--- src/rtl/l1i_refill_ctrl.sv ---
// L2-side refill controller for the L1 instruction cache: looks up a fetch,
// refills the missing (or straddled next) block from L2 and retries the lookup.
module l1i_refill_ctrl #(
    parameter int BLOCK_SIZE     = 128,
    parameter int TAG_SIZE       = 9,
    parameter int IDX_SIZE       = 6,
    parameter int WORD_SIZE      = 2,
    parameter int OFFSET_SIZE    = 2,
    parameter int TIMEOUT_CYCLES = 255
) (
    input  logic                                                     clk_i,
    input  logic                                                     rst_i,
    input  logic                                                     cpu_req_i,
    input  logic [TAG_SIZE+IDX_SIZE+WORD_SIZE+OFFSET_SIZE-1:0]       cpu_addr_i,
    output logic                                                     cpu_done_o,
    output logic                                                     cpu_err_o,
    output logic                                                     busy_o,
    output logic                                                     l1_read_o,
    output logic                                                     l1_write_o,
    output logic                                                     l1_write_next_o,
    output logic [TAG_SIZE+IDX_SIZE+WORD_SIZE+OFFSET_SIZE-1:0]       l1_addr_o,
    output logic [BLOCK_SIZE-1:0]                                    l1_data_o,
    input  logic                                                     l1_hit_i,
    input  logic                                                     l1_miss_next_i,
    output logic                                                     l2_req_o,
    output logic [TAG_SIZE+IDX_SIZE-1:0]                             l2_addr_o,
    input  logic                                                     l2_ack_i,
    input  logic [BLOCK_SIZE-1:0]                                    l2_data_i
);

    localparam int ADDR_W = TAG_SIZE + IDX_SIZE + WORD_SIZE + OFFSET_SIZE;
    localparam int BLK_W  = TAG_SIZE + IDX_SIZE;
    localparam logic [7:0]       TMO_LAST = 8'(TIMEOUT_CYCLES - 1);
    localparam logic [1:0]       RETRY_MAX = 2'd2;
    localparam logic [BLK_W-1:0] BLK_ONE = {{(BLK_W-1){1'b0}}, 1'b1};

    typedef enum logic [2:0] {
        S_IDLE  = 3'd0,
        S_READ  = 3'd1,
        S_CHECK = 3'd2,
        S_REQ   = 3'd3,
        S_FILL  = 3'd4,
        S_DONE  = 3'd5
    } state_t;

    state_t                  state_q;
    logic [ADDR_W-1:0]       addr_q;
    logic [BLK_W-1:0]        l2_addr_q;
    logic [BLOCK_SIZE-1:0]   data_q;
    logic                    next_q;
    logic [1:0]              retry_q;
    logic [7:0]              tmo_q;
    logic                    read_q;
    logic                    write_q;
    logic                    write_next_q;
    logic                    l2_req_q;
    logic                    done_q;
    logic                    err_q;
    logic                    busy_q;
    logic [BLK_W-1:0]        blk_d;
    logic [BLK_W-1:0]        blk_next_d;

    // Block address of the latched request and its successor (wraps at the top).
    always_comb begin
        blk_d      = addr_q[ADDR_W-1 -: BLK_W];
        blk_next_d = blk_d + BLK_ONE;
    end

    // Control FSM; every output is a register updated on the state transition.
    always_ff @(posedge clk_i) begin
        if (rst_i) begin
            state_q      <= S_IDLE;
            addr_q       <= '0;
            l2_addr_q    <= '0;
            data_q       <= '0;
            next_q       <= 1'b0;
            retry_q      <= 2'd0;
            tmo_q        <= 8'd0;
            read_q       <= 1'b0;
            write_q      <= 1'b0;
            write_next_q <= 1'b0;
            l2_req_q     <= 1'b0;
            done_q       <= 1'b0;
            err_q        <= 1'b0;
            busy_q       <= 1'b0;
        end else begin
            done_q <= 1'b0;
            err_q  <= 1'b0;
            case (state_q)
                S_IDLE: begin
                    if (cpu_req_i) begin
                        addr_q  <= cpu_addr_i;
                        retry_q <= 2'd0;
                        read_q  <= 1'b1;
                        busy_q  <= 1'b1;
                        state_q <= S_READ;
                    end else begin
                        state_q <= S_IDLE;
                    end
                end
                S_READ: begin
                    state_q <= S_CHECK;
                end
                S_CHECK: begin
                    // A straddling fetch needs the next block even when this one hits.
                    if (l1_miss_next_i || !l1_hit_i) begin
                        read_q <= 1'b0;
                        if (retry_q == RETRY_MAX) begin
                            err_q   <= 1'b1;
                            busy_q  <= 1'b0;
                            state_q <= S_IDLE;
                        end else begin
                            next_q    <= l1_miss_next_i;
                            l2_addr_q <= l1_miss_next_i ? blk_next_d : blk_d;
                            l2_req_q  <= 1'b1;
                            tmo_q     <= 8'd0;
                            state_q   <= S_REQ;
                        end
                    end else begin
                        done_q  <= 1'b1;
                        state_q <= S_DONE;
                    end
                end
                S_REQ: begin
                    if (l2_ack_i) begin
                        data_q       <= l2_data_i;
                        l2_req_q     <= 1'b0;
                        write_q      <= 1'b1;
                        write_next_q <= next_q;
                        read_q       <= next_q;
                        state_q      <= S_FILL;
                    end else if (tmo_q == TMO_LAST) begin
                        tmo_q    <= tmo_q + 8'd1;
                        l2_req_q <= 1'b0;
                        err_q    <= 1'b1;
                        busy_q   <= 1'b0;
                        state_q  <= S_IDLE;
                    end else begin
                        tmo_q <= tmo_q + 8'd1;
                    end
                end
                S_FILL: begin
                    write_q      <= 1'b0;
                    write_next_q <= 1'b0;
                    read_q       <= 1'b1;
                    retry_q      <= retry_q + 2'd1;
                    state_q      <= S_READ;
                end
                S_DONE: begin
                    read_q  <= 1'b0;
                    busy_q  <= 1'b0;
                    state_q <= S_IDLE;
                end
                default: begin
                    read_q       <= 1'b0;
                    write_q      <= 1'b0;
                    write_next_q <= 1'b0;
                    l2_req_q     <= 1'b0;
                    busy_q       <= 1'b0;
                    state_q      <= S_IDLE;
                end
            endcase
        end
    end

    assign cpu_done_o      = done_q;
    assign cpu_err_o       = err_q;
    assign busy_o          = busy_q;
    assign l1_read_o       = read_q;
    assign l1_write_o      = write_q;
    assign l1_write_next_o = write_next_q;
    assign l1_addr_o       = addr_q;
    assign l1_data_o       = data_q;
    assign l2_req_o        = l2_req_q;
    assign l2_addr_o       = l2_addr_q;

endmodule

--- config.mk ---
export PLATFORM = sky130hd
export DESIGN_NAME = l1i_refill_ctrl
export DESIGN_NICKNAME = d
export VERILOG_FILES = /design/src/rtl/l1i_refill_ctrl.sv
export SDC_FILE = /design/constraint.sdc
export NUM_CORES = 1
export LEC_CHECK = 0
export ABC_AREA = 1
export CORE_ASPECT_RATIO = 1.4
export CORE_UTILIZATION = 37
export DETAILED_ROUTE_END_ITERATION = 10
export GPL_ROUTABILITY_DRIVEN = 0
export PLACE_DENSITY = 0.82
export SLEW_MARGIN = 30
export SYNTH_ARGS = -nofsm -noshare
export SYNTH_HDL_FRONTEND = slang
export SYNTH_SLANG_ARGS = --single-unit
--- constraint.sdc ---
create_clock -name clk_i -period 1.4 [get_ports clk_i]
set_input_delay 0.14 -clock clk_i [delete_from_list [all_inputs] [get_ports clk_i]]
set_output_delay 0.14 -clock clk_i [all_outputs]
set_load 0.01 [all_outputs]
After elaboration in Yosys (flattened, before gate mapping)
Cells that the tools add are included.
Storage, ports and cells
  register bits: 183
  bits of input ports: 153
  output and inout bits: 169
  logic and storage cells: 91
Operators by class
  add/subtract/negate cells: 3
  equal/unequal tests: 15
  multiplexer cells: 35
  bitwise operators: 6
  reductions and logical operators: 18
Operator list (number)
  8-bit 2-to-1 mux: 3
  1-bit 2-to-1 mux: 17
  8-bit one-hot mux with 2 select lines: 1
  15-bit by 1-bit adder with 15-bit output (second input constant): 1
  15-bit 2-to-1 mux: 1
  3-bit one-hot mux with 5 select lines: 1
  2-bit != test (second input constant): 7
  4-bit AND reduction: 3
  3-bit 2-to-1 mux: 3
  8-bit by 1-bit adder with 8-bit output (second input constant): 1
  8-bit equality test (second input constant): 1
  2-bit AND reduction: 4
  4-bit OR reduction: 2
  3-bit by 2-bit equality test with 1-bit output (second input constant): 2
  3-bit equality test (second input constant): 2
  1-bit NOT: 6
  1-bit one-hot mux with 2 select lines: 3
  6-bit AND reduction: 1
  1-bit one-hot mux with 5 select lines: 1
  2-bit 2-to-1 mux: 2
  1-bit one-hot mux with 4 select lines: 1
  2-bit one-hot mux with 2 select lines: 1
  2-bit nonzero test: 2
  2-bit OR reduction: 2
  other kinds (9): 9

Logic depth before layout (Yosys ltp)
Gate-level depths: netlist of the first run.
  word-level depth: 4
  mapped depth: 9
  gate-level depth less buffers: 9

Least setup slack after synthesis of the first run
Ideal clock, no wire load.
  path kind: flip-flop to flip-flop
  start: register addr_q[4] (netlist: l1_addr_o[4])
  end: register l2_addr_q[12] (netlist: l2_addr_o[12])
  library setup time: 0.119 ns
  arrival: 1.254 ns
  slack: 0.027 ns
  cell stages (with the launch flop): 9
  cells stage by stage: dfxtp_1 -> ha_1 -> nand3_1 -> nor2_1 -> nand2_1 -> nor2_1 -> nand2_1 -> nand2_1 -> a21oi_1
On the way
  cells in the longest elaborated chain, start to end: 2
RTL lines
  from (decl): line 47  | logic [ADDR_W-1:0] addr_q;
  from (signal assigned): line 92  | addr_q <= cpu_addr_i;
  15-bit by 1-bit adder with 15-bit output: line 66  | blk_next_d = blk_d + BLK_ONE;
  15-bit 2-to-1 mux: line 114  | l2_addr_q <= l1_miss_next_i ? blk_next_d : blk_d;
  to (signal assigned): line 114
  to (decl): line 48  | logic [BLK_W-1:0] l2_addr_q;
Every way passes these cells.
A chain may end at the register's enable or synchronous reset.

Worst setup path after layout of the first run
  start: register state_q[1]
  end: register l2_addr_q[14] (netlist: l2_addr_o[14])
On the way
  cells in the longest elaborated chain, start to end: 2
RTL lines
  from (decl): line 46  | state_t state_q;
  from (signal assigned): line 72  | state_q <= S_IDLE;
  from (signal assigned): line 96  | state_q <= S_READ;
  from (signal assigned): line 98  | state_q <= S_IDLE;
  3-bit by 2-bit equality test with 1-bit output: line 89  | case (state_q)
  3-bit AND reduction (no source line)
Every way passes these cells.

==> results of run 1 <==
## registers in the layout (all words and copies together) (netlist names)
signal           count
l1_read_o            1
l2_addr_o           15
cpu_done_o           1
state_q              3
busy_o               1
retry_q              2
l1_data_o          128
cpu_err_o            1
next_q               1
l1_write_next_o      1
l1_write_o           1
l2_req_o             1
l1_addr_o           19
tmo_q                8
## cells in the mapped netlist (all sizes together)
library cell / instances
clkbuf: 32
nand4: 8
nor3: 1
o21bai: 1
nand3b: 1
nand3: 22
xnor2: 2
dfxtp: 183
inv: 37
buf: 21
nor2: 328
o21ai: 166
o22ai: 1
a211oi: 2
xor2: 5
o211ai: 1
a31oi: 3
nand2: 70
or2: 2
clkinv: 1
ha: 4
a21oi: 37
## stage by stage
step | hold WS (ps) | total power [mW] | utilization, % | std cells | TNS, ps
after CTS | 279 | 12.2 | 61.3 | 1546 | 0
after floorplan | 275 | 6.50 | - | 928 | 0
final | 305 | 12.2 | 62.5 | 1553 | 0
after global placement | 452 | 7.74 | 59.2 | 1513 | -14460
after global routing | 304 | 12.7 | 62.5 | 1553 | -410
after detailed placement | 460 | 7.77 | 59.2 | 1513 | -19080
## path summary, 6_finish.rpt
path | from | to | slack (ps) | cells after the start
setup / recovery | state_q[1]$_SDFFE_PP0P_ | l2_addr_o[14]$_SDFFE_PP0P_ | 30 | 8
hold / removal | cpu_addr_i[4] | l1_addr_o[4]$_SDFFE_PP0P_ | 300 | 3
setup reg to reg | state_q[1]$_SDFFE_PP0P_ | l2_addr_o[14]$_SDFFE_PP0P_ | 30 | 8
hold reg to reg | l1_read_o$_SDFFE_PP0P_ | l1_read_o$_SDFFE_PP0P_ | 470 | 2
## worst min-delay path: stages
cell	delay (ps)
clkdlybuf4s50_1	410
nor2_2	100
nor2_1	40
## metal layers
layer | track usage, % | part of all wire, % | wire length, um | vias up
li1 | - | - | - | 3734
met1 | 24.5 | 37 | 8480 | 3359
met2 | 41.9 | 52 | 11900 | 317
met3 | 5.59 | 6.7 | 1520 | 60
met4 | 10.4 | 4.0 | 900 | 0
met5 | 0 | 0 | 0 | -
## logic make-up (layout without fill, tap and decap cells)
kind of cell / after synthesis / count (layout)
buffers and inverters: 91 / 472
adders and majority gates: 4 / 4
xor gates and xnor gates: 7 / 7
DFF: 183 / 183
and+or+nand+nor: 432 / 432
AOI/OAI and AO/OA: 211 / 211
## layout make-up
| class | count | area (um^2) | area share (%) |
|---|---|---|---|
| timing repair inverter | 2 | 12.5 | 0.108 |
| tap | 244 | 305 | 2.63 |
| clock buffer | 19 | 443 | 3.82 |
| clock inverter | 13 | 114 | 0.982 |
| timing repair buffer | 400 | 3830 | 33.0 |
| multi-input combinational | 654 | 3030 | 26.2 |
| sequential | 183 | 3700 | 31.9 |
| inverter | 38 | 159 | 1.37 |
## repair_timing
action / CTS / global route
setup buffers: 1 / 3
pin swaps: 1 / 10
endpoints found under the setup margin: 198 / 73
gates resized for setup: 193 / 50
cloned: 0 / 4
## report_power, final
| part | internal [mW] | total [mW] | switching, mW |
|---|---|---|---|
| combinational | 1.11 | 2.05 | 0.945 |
| sequential | 5.45 | 5.62 | 0.178 |
| clock | 2.37 | 4.52 | 2.15 |
| total | 8.93 | 12.2 | 3.27 |
==> flow_metrics.tcl, run 1 <==
set metrics [dict create \
    slew_headroom_pct 78.2 \
    die_w_um 118 \
    grt_pass1_vias 6942 \
    syn-num-nets 1085 \
    cts_buffers 17 \
    grtUsageTotal_pct 22.8 \
    clk-insertion-delay-late_ps 420 \
    grt_pass1_wl_mm 35.0 \
    synthAdderAreaFrac_pct 0.718 \
    crit_required_ps 1760 \
    grt.overflow.total 0 \
    drc 0 \
    fillers 1623 \
    cap_violations 0 \
    nNetsFinal 1453 \
    cts_tree "done" \
    core_area_um2 18500 \
    die-area_um2 19400 \
    preCtsSetupSlack_ps -216 \
    drive_gt1_share_pct 13.1 \
    rsz0062_at_grt "true" \
    cts_sinks 183 \
    power_density_nw_per_um2 1050 \
    route.vias.total 7470 \
    worst_slack_ps 25.7 \
    start_util_pct 37.6 \
    portBuffers 321 \
    htree_levels 4 \
    end_kind "flip-flop" \
    arrival_ps 1730 \
    drv_slew 0 \
    drt_iter0_drc 411 \
    slowest_delay_ps 350 \
    die_h_um 164 \
    finalWirelength_mm 22.8 \
    cts.clk_slew.worst_paths_ps 70 \
    vdd_drop_max_mv 0.994 \
    wl_per_cell_um 14.7 \
    firstDrtPassIters 5 \
    synth_top_family_by_area "simple AND/OR/NAND/NOR gates" \
    ys_types 33 \
    cp_max_fo 14 \
    fin_worst_skew_ps 10.4 \
    synth_area_leaders "dfxtp_1 (53%), nor2_1 (17%), o21ai_0 (12%)" \
    syn2layout_area_growth_pct 66.3 \
    insertedDiodeCount 0 \
    synth-xor-area-share_pct 0.880 \
    layout_common_cells "nor2_1 (313), dlygate4sd2_1 (168), dfxtp_1 (163), o21ai_0 (156), clkdlybuf4s50_1 (152)" \
    place_hpwl_mm 16.9 \
    final_common_cell "nor2_1" \
    grt_max_degree 53 \
    critical-path-top-delay-family "buffers and inverters" \
    antenna_found_initial 0 \
    hold_violations 0 \
    critPathBufInv 3 \
    syn_avg_cell_area_um2 7.51 \
    finalCritPeriodShare_pct 98.2 \
    ys_ff_latch 183 \
    hold_buffers 0 \
    synth_top_area_cell "dfxtp_1" \
    yosys_warnings 0 \
    start_kind "flip-flop" \
    clockRootBuffer "clkbuf_16" \
    setup_viol 0 \
    synth-compound-area-share_pct 15.6 \
    fin_area_um2 11600 \
    synthSimpleGateAreaFrac_pct 24.6 \
    outcome "finished, final reports clean" \
    muxShareOfSynthArea_pct 0 \
    cp_slowest_cell "dfxtp_2" \
    worst_pin_slew_ps 323 \
    ant_nets 0 \
    vias_per_cell 4.81 \
    hp-class "in -> reg" \
    yosysSeqAreaShare_pct 52.6 \
    clk_path_buf_depth 2 \
    period_needed_ps 1370 \
    netlist_area_um2 6970 \
    path_cells "buf_6 > nand2_8 > nor2_4 > nand2_2 > inv_4 > clkbuf_16 > o21ai_0 > a21oi_1" \
    place_area_um2 11000 \
    yosysTopAreaCellShare_pct 52.6 \
    syn_inst 928 \
    worstSetupPathType "reg -> reg" \
    std_cell_rows 59 \
    p_leak_nw 5.18 \
    fmax_mhz 728 \
    num_io_pins 322 \
]
No activity file was read; power rests on OpenSTA's default activity.
==> run 2, diff against run 1 <==
--- a/config.mk
+++ b/config.mk
@@ -11,6 +11,7 @@
 export DETAILED_ROUTE_END_ITERATION = 10
 export GPL_ROUTABILITY_DRIVEN = 0
 export PLACE_DENSITY = 0.82
+export RECOVER_POWER = 50
 export SLEW_MARGIN = 30
 export SYNTH_ARGS = -nofsm -noshare
 export SYNTH_HDL_FRONTEND = slang
==> run 2 against run 1 <==
Maximum frequency is the same. Worst setup slack is the same. Register-to-register slack is essentially flat. Final area is essentially flat. Sequential share of layout area is essentially flat. Via count is the same. Total power is essentially flat. Hold slack is the same. Critical endpoint unchanged.
==> flow_metrics.tcl, run 2 (synthesis gave the netlist of run 1 again) <==
set metrics [dict create \
    outcome "finished, final reports clean" \
    clk-insertion-delay-late_ps 420 \
    die_h_um 164 \
    r2r_end "l2_addr_o[14]$_SDFFE_PP0P_" \
    cp_slowest_cell "dfxtp_2" \
    slowest_delay_ps 350 \
    cp_max_fo 14 \
    clk_path_buf_depth 2 \
    final_common_cell "nor2_1" \
    cts.clk_slew.worst_paths_ps 70 \
    wl_per_cell_um 14.7 \
    start_kind "flip-flop" \
    grtUsageTotal_pct 22.8 \
    worstHoldPathCells 3 \
    vdd_drop_max_mv 0.994 \
    hold_buffers 0 \
    worst_slack_ps 25.7 \
    setup_viol 0 \
    finalCritPeriodShare_pct 98.2 \
    grt_pass1_wl_mm 35.0 \
    cts_tree "done" \
    hp-class "in -> reg" \
    cap_violations 0 \
    cts_buffers 17 \
    cts_sinks 183 \
    drt_iter0_drc 411 \
    hold_path_end "l1_addr_o[4]$_SDFFE_PP0P_" \
    fin_area_um2 11600 \
    end_kind "flip-flop" \
    rsz0062_at_grt "true" \
    multi_input_area_um2 3030 \
    drive_gt1_share_pct 13.1 \
    worst_pin_slew_ps 323 \
    core_area_um2 18500 \
    grt_pass1_vias 6942 \
    reg2regPathDepth 8 \
    clockRootBuffer "clkbuf_16" \
    syn2layout_area_growth_pct 66.3 \
    die-area_um2 19400 \
    std_cell_rows 59 \
    reg2reg_from "state_q[1]$_SDFFE_PP0P_" \
    crit_required_ps 1760 \
    worstSetupPathType "reg -> reg" \
    power_density_nw_per_um2 1050 \
    holdCritStartpoint "cpu_addr_i[4]" \
    fin_worst_skew_ps 10.4 \
    slew_headroom_pct 78.2 \
    r2r_setup_slack_ps 30 \
    drv_slew 0 \
    p_leak_nw 5.17 \
    nNetsFinal 1453 \
    arrival_ps 1730 \
    period_needed_ps 1370 \
    place_area_um2 11000 \
    fin_cells 1553 \
    ant_nets 0 \
    fillers 1622 \
    p_total_mw 12.2 \
    fmax_mhz 728 \
    layout_common_cells "nor2_1 (313), dlygate4sd2_1 (168), dfxtp_1 (164), o21ai_0 (156), clkdlybuf4s50_1 (152)" \
    die_w_um 118 \
    vias_per_cell 4.81 \
    preCtsSetupSlack_ps -216 \
    grt.overflow.total 0 \
    numPlacedInstances 1513 \
    finalWirelength_mm 22.8 \
    critical_path.startpoint "state_q[1]$_SDFFE_PP0P_" \
    htree_levels 4 \
    path_cells "buf_6 > nand2_8 > nor2_4 > nand2_2 > inv_4 > clkbuf_16 > o21ai_0 > a21oi_1" \
    start_util_pct 37.6 \
    num_io_pins 322 \
    hold_violations 0 \
    firstDrtPassIters 5 \
    grt_max_degree 53 \
    ff_latch_area_um2 3690 \
    insertedDiodeCount 0 \
    antenna_found_initial 0 \
    place_hpwl_mm 16.9 \
    portBuffers 321 \
    largest_register_ff_count 128 \
    route.vias.total 7470 \
    drc 0 \
]
==> run 2: cell types whose count changed in the layout (fill, tap and decap cells not counted) <==
cell | before | now
dfxtp_2 | 17 | 16
dfxtp_1 | 163 | 164
==> run 2: how the worst max path moves through the flow <==
stage,end,depth (start not counted),slack [ps]
6_report,l2_addr_o[14]$_SDFFE_PP0P_,8,30
5_1_grt,l2_addr_o[6]$_SDFFE_PP0P_,10,-30
4_1_cts,tmo_q[6]$_SDFFE_PP0P_,9,6
3_5_place_dp,l1_data_o[86]$_SDFFE_PP0P_,7,-220
3_3_place_gp,l1_data_o[86]$_SDFFE_PP0P_,7,-180
2_1_floorplan,l2_addr_o[12]$_SDFFE_PP0P_,8,30
==> run 2: layout make-up <==
cell class | count | area share, %
Clock buffer | 19 | 3.82
Clock inverter | 13 | 0.983
Inverter | 38 | 1.37
Multi-Input combinational cell | 654 | 26.2
Sequential cell | 183 | 31.9
Tap cell | 244 | 2.63
Timing Repair Buffer | 400 | 33.0
Timing Repair inverter | 2 | 0.108
==> run 2: layer usage <==
layer | global-route usage, % | wire, um | vias up
li1 | - | - | 3734
met3 | 5.59 | 1520 | 60
met4 | 10.4 | 900 | 0
met2 | 41.9 | 11900 | 317
met1 | 24.5 | 8480 | 3359
met5 | 0 | 0 | -
==> run 2: repair_timing <==
item | 4_1_cts | 5_1_grt
setup buffers | 1 | 3
pin swaps | 1 | 10
endpoints found under the setup margin | 198 | 73
resized for setup | 193 | 50
cloned | 0 | 4
==> run 2: worst max-delay path: cells and delay by family, from the launching register on <==
| family | cells | cell delay (ps) |
|---|---|---|
| compound gates | 2 | 210 |
| buf+inv | 3 | 430 |
| flops | 1 | 350 |
| simple gates | 3 | 320 |
==> run 2: metrics by stage <==
step	utilization (%)	setup TNS, ps	hold WS, ps
floorplan	-	0	275
global placement	59.2	-14460	452
detailed placement	59.2	-19080	460
CTS	61.3	0	279
global route	62.5	-410	304
finish	62.5	0	305
==> run 2: power breakdown <==
group	internal (mW)	switching, mW
sequential	5.45	0.178
combinational	1.11	0.945
clock	2.37	2.15
total	8.93	3.27
==> run 3, diff against run 2 <==
--- a/config.mk
+++ b/config.mk
@@ -8,6 +8,7 @@
 export ABC_AREA = 1
 export CORE_ASPECT_RATIO = 1.4
 export CORE_UTILIZATION = 37
+export CTS_CLUSTER_DIAMETER = 30
 export DETAILED_ROUTE_END_ITERATION = 10
 export GPL_ROUTABILITY_DRIVEN = 0
 export PLACE_DENSITY = 0.82
==> results of run 3 <==
Final layout, timing and power as in run 2 (identical DEF).
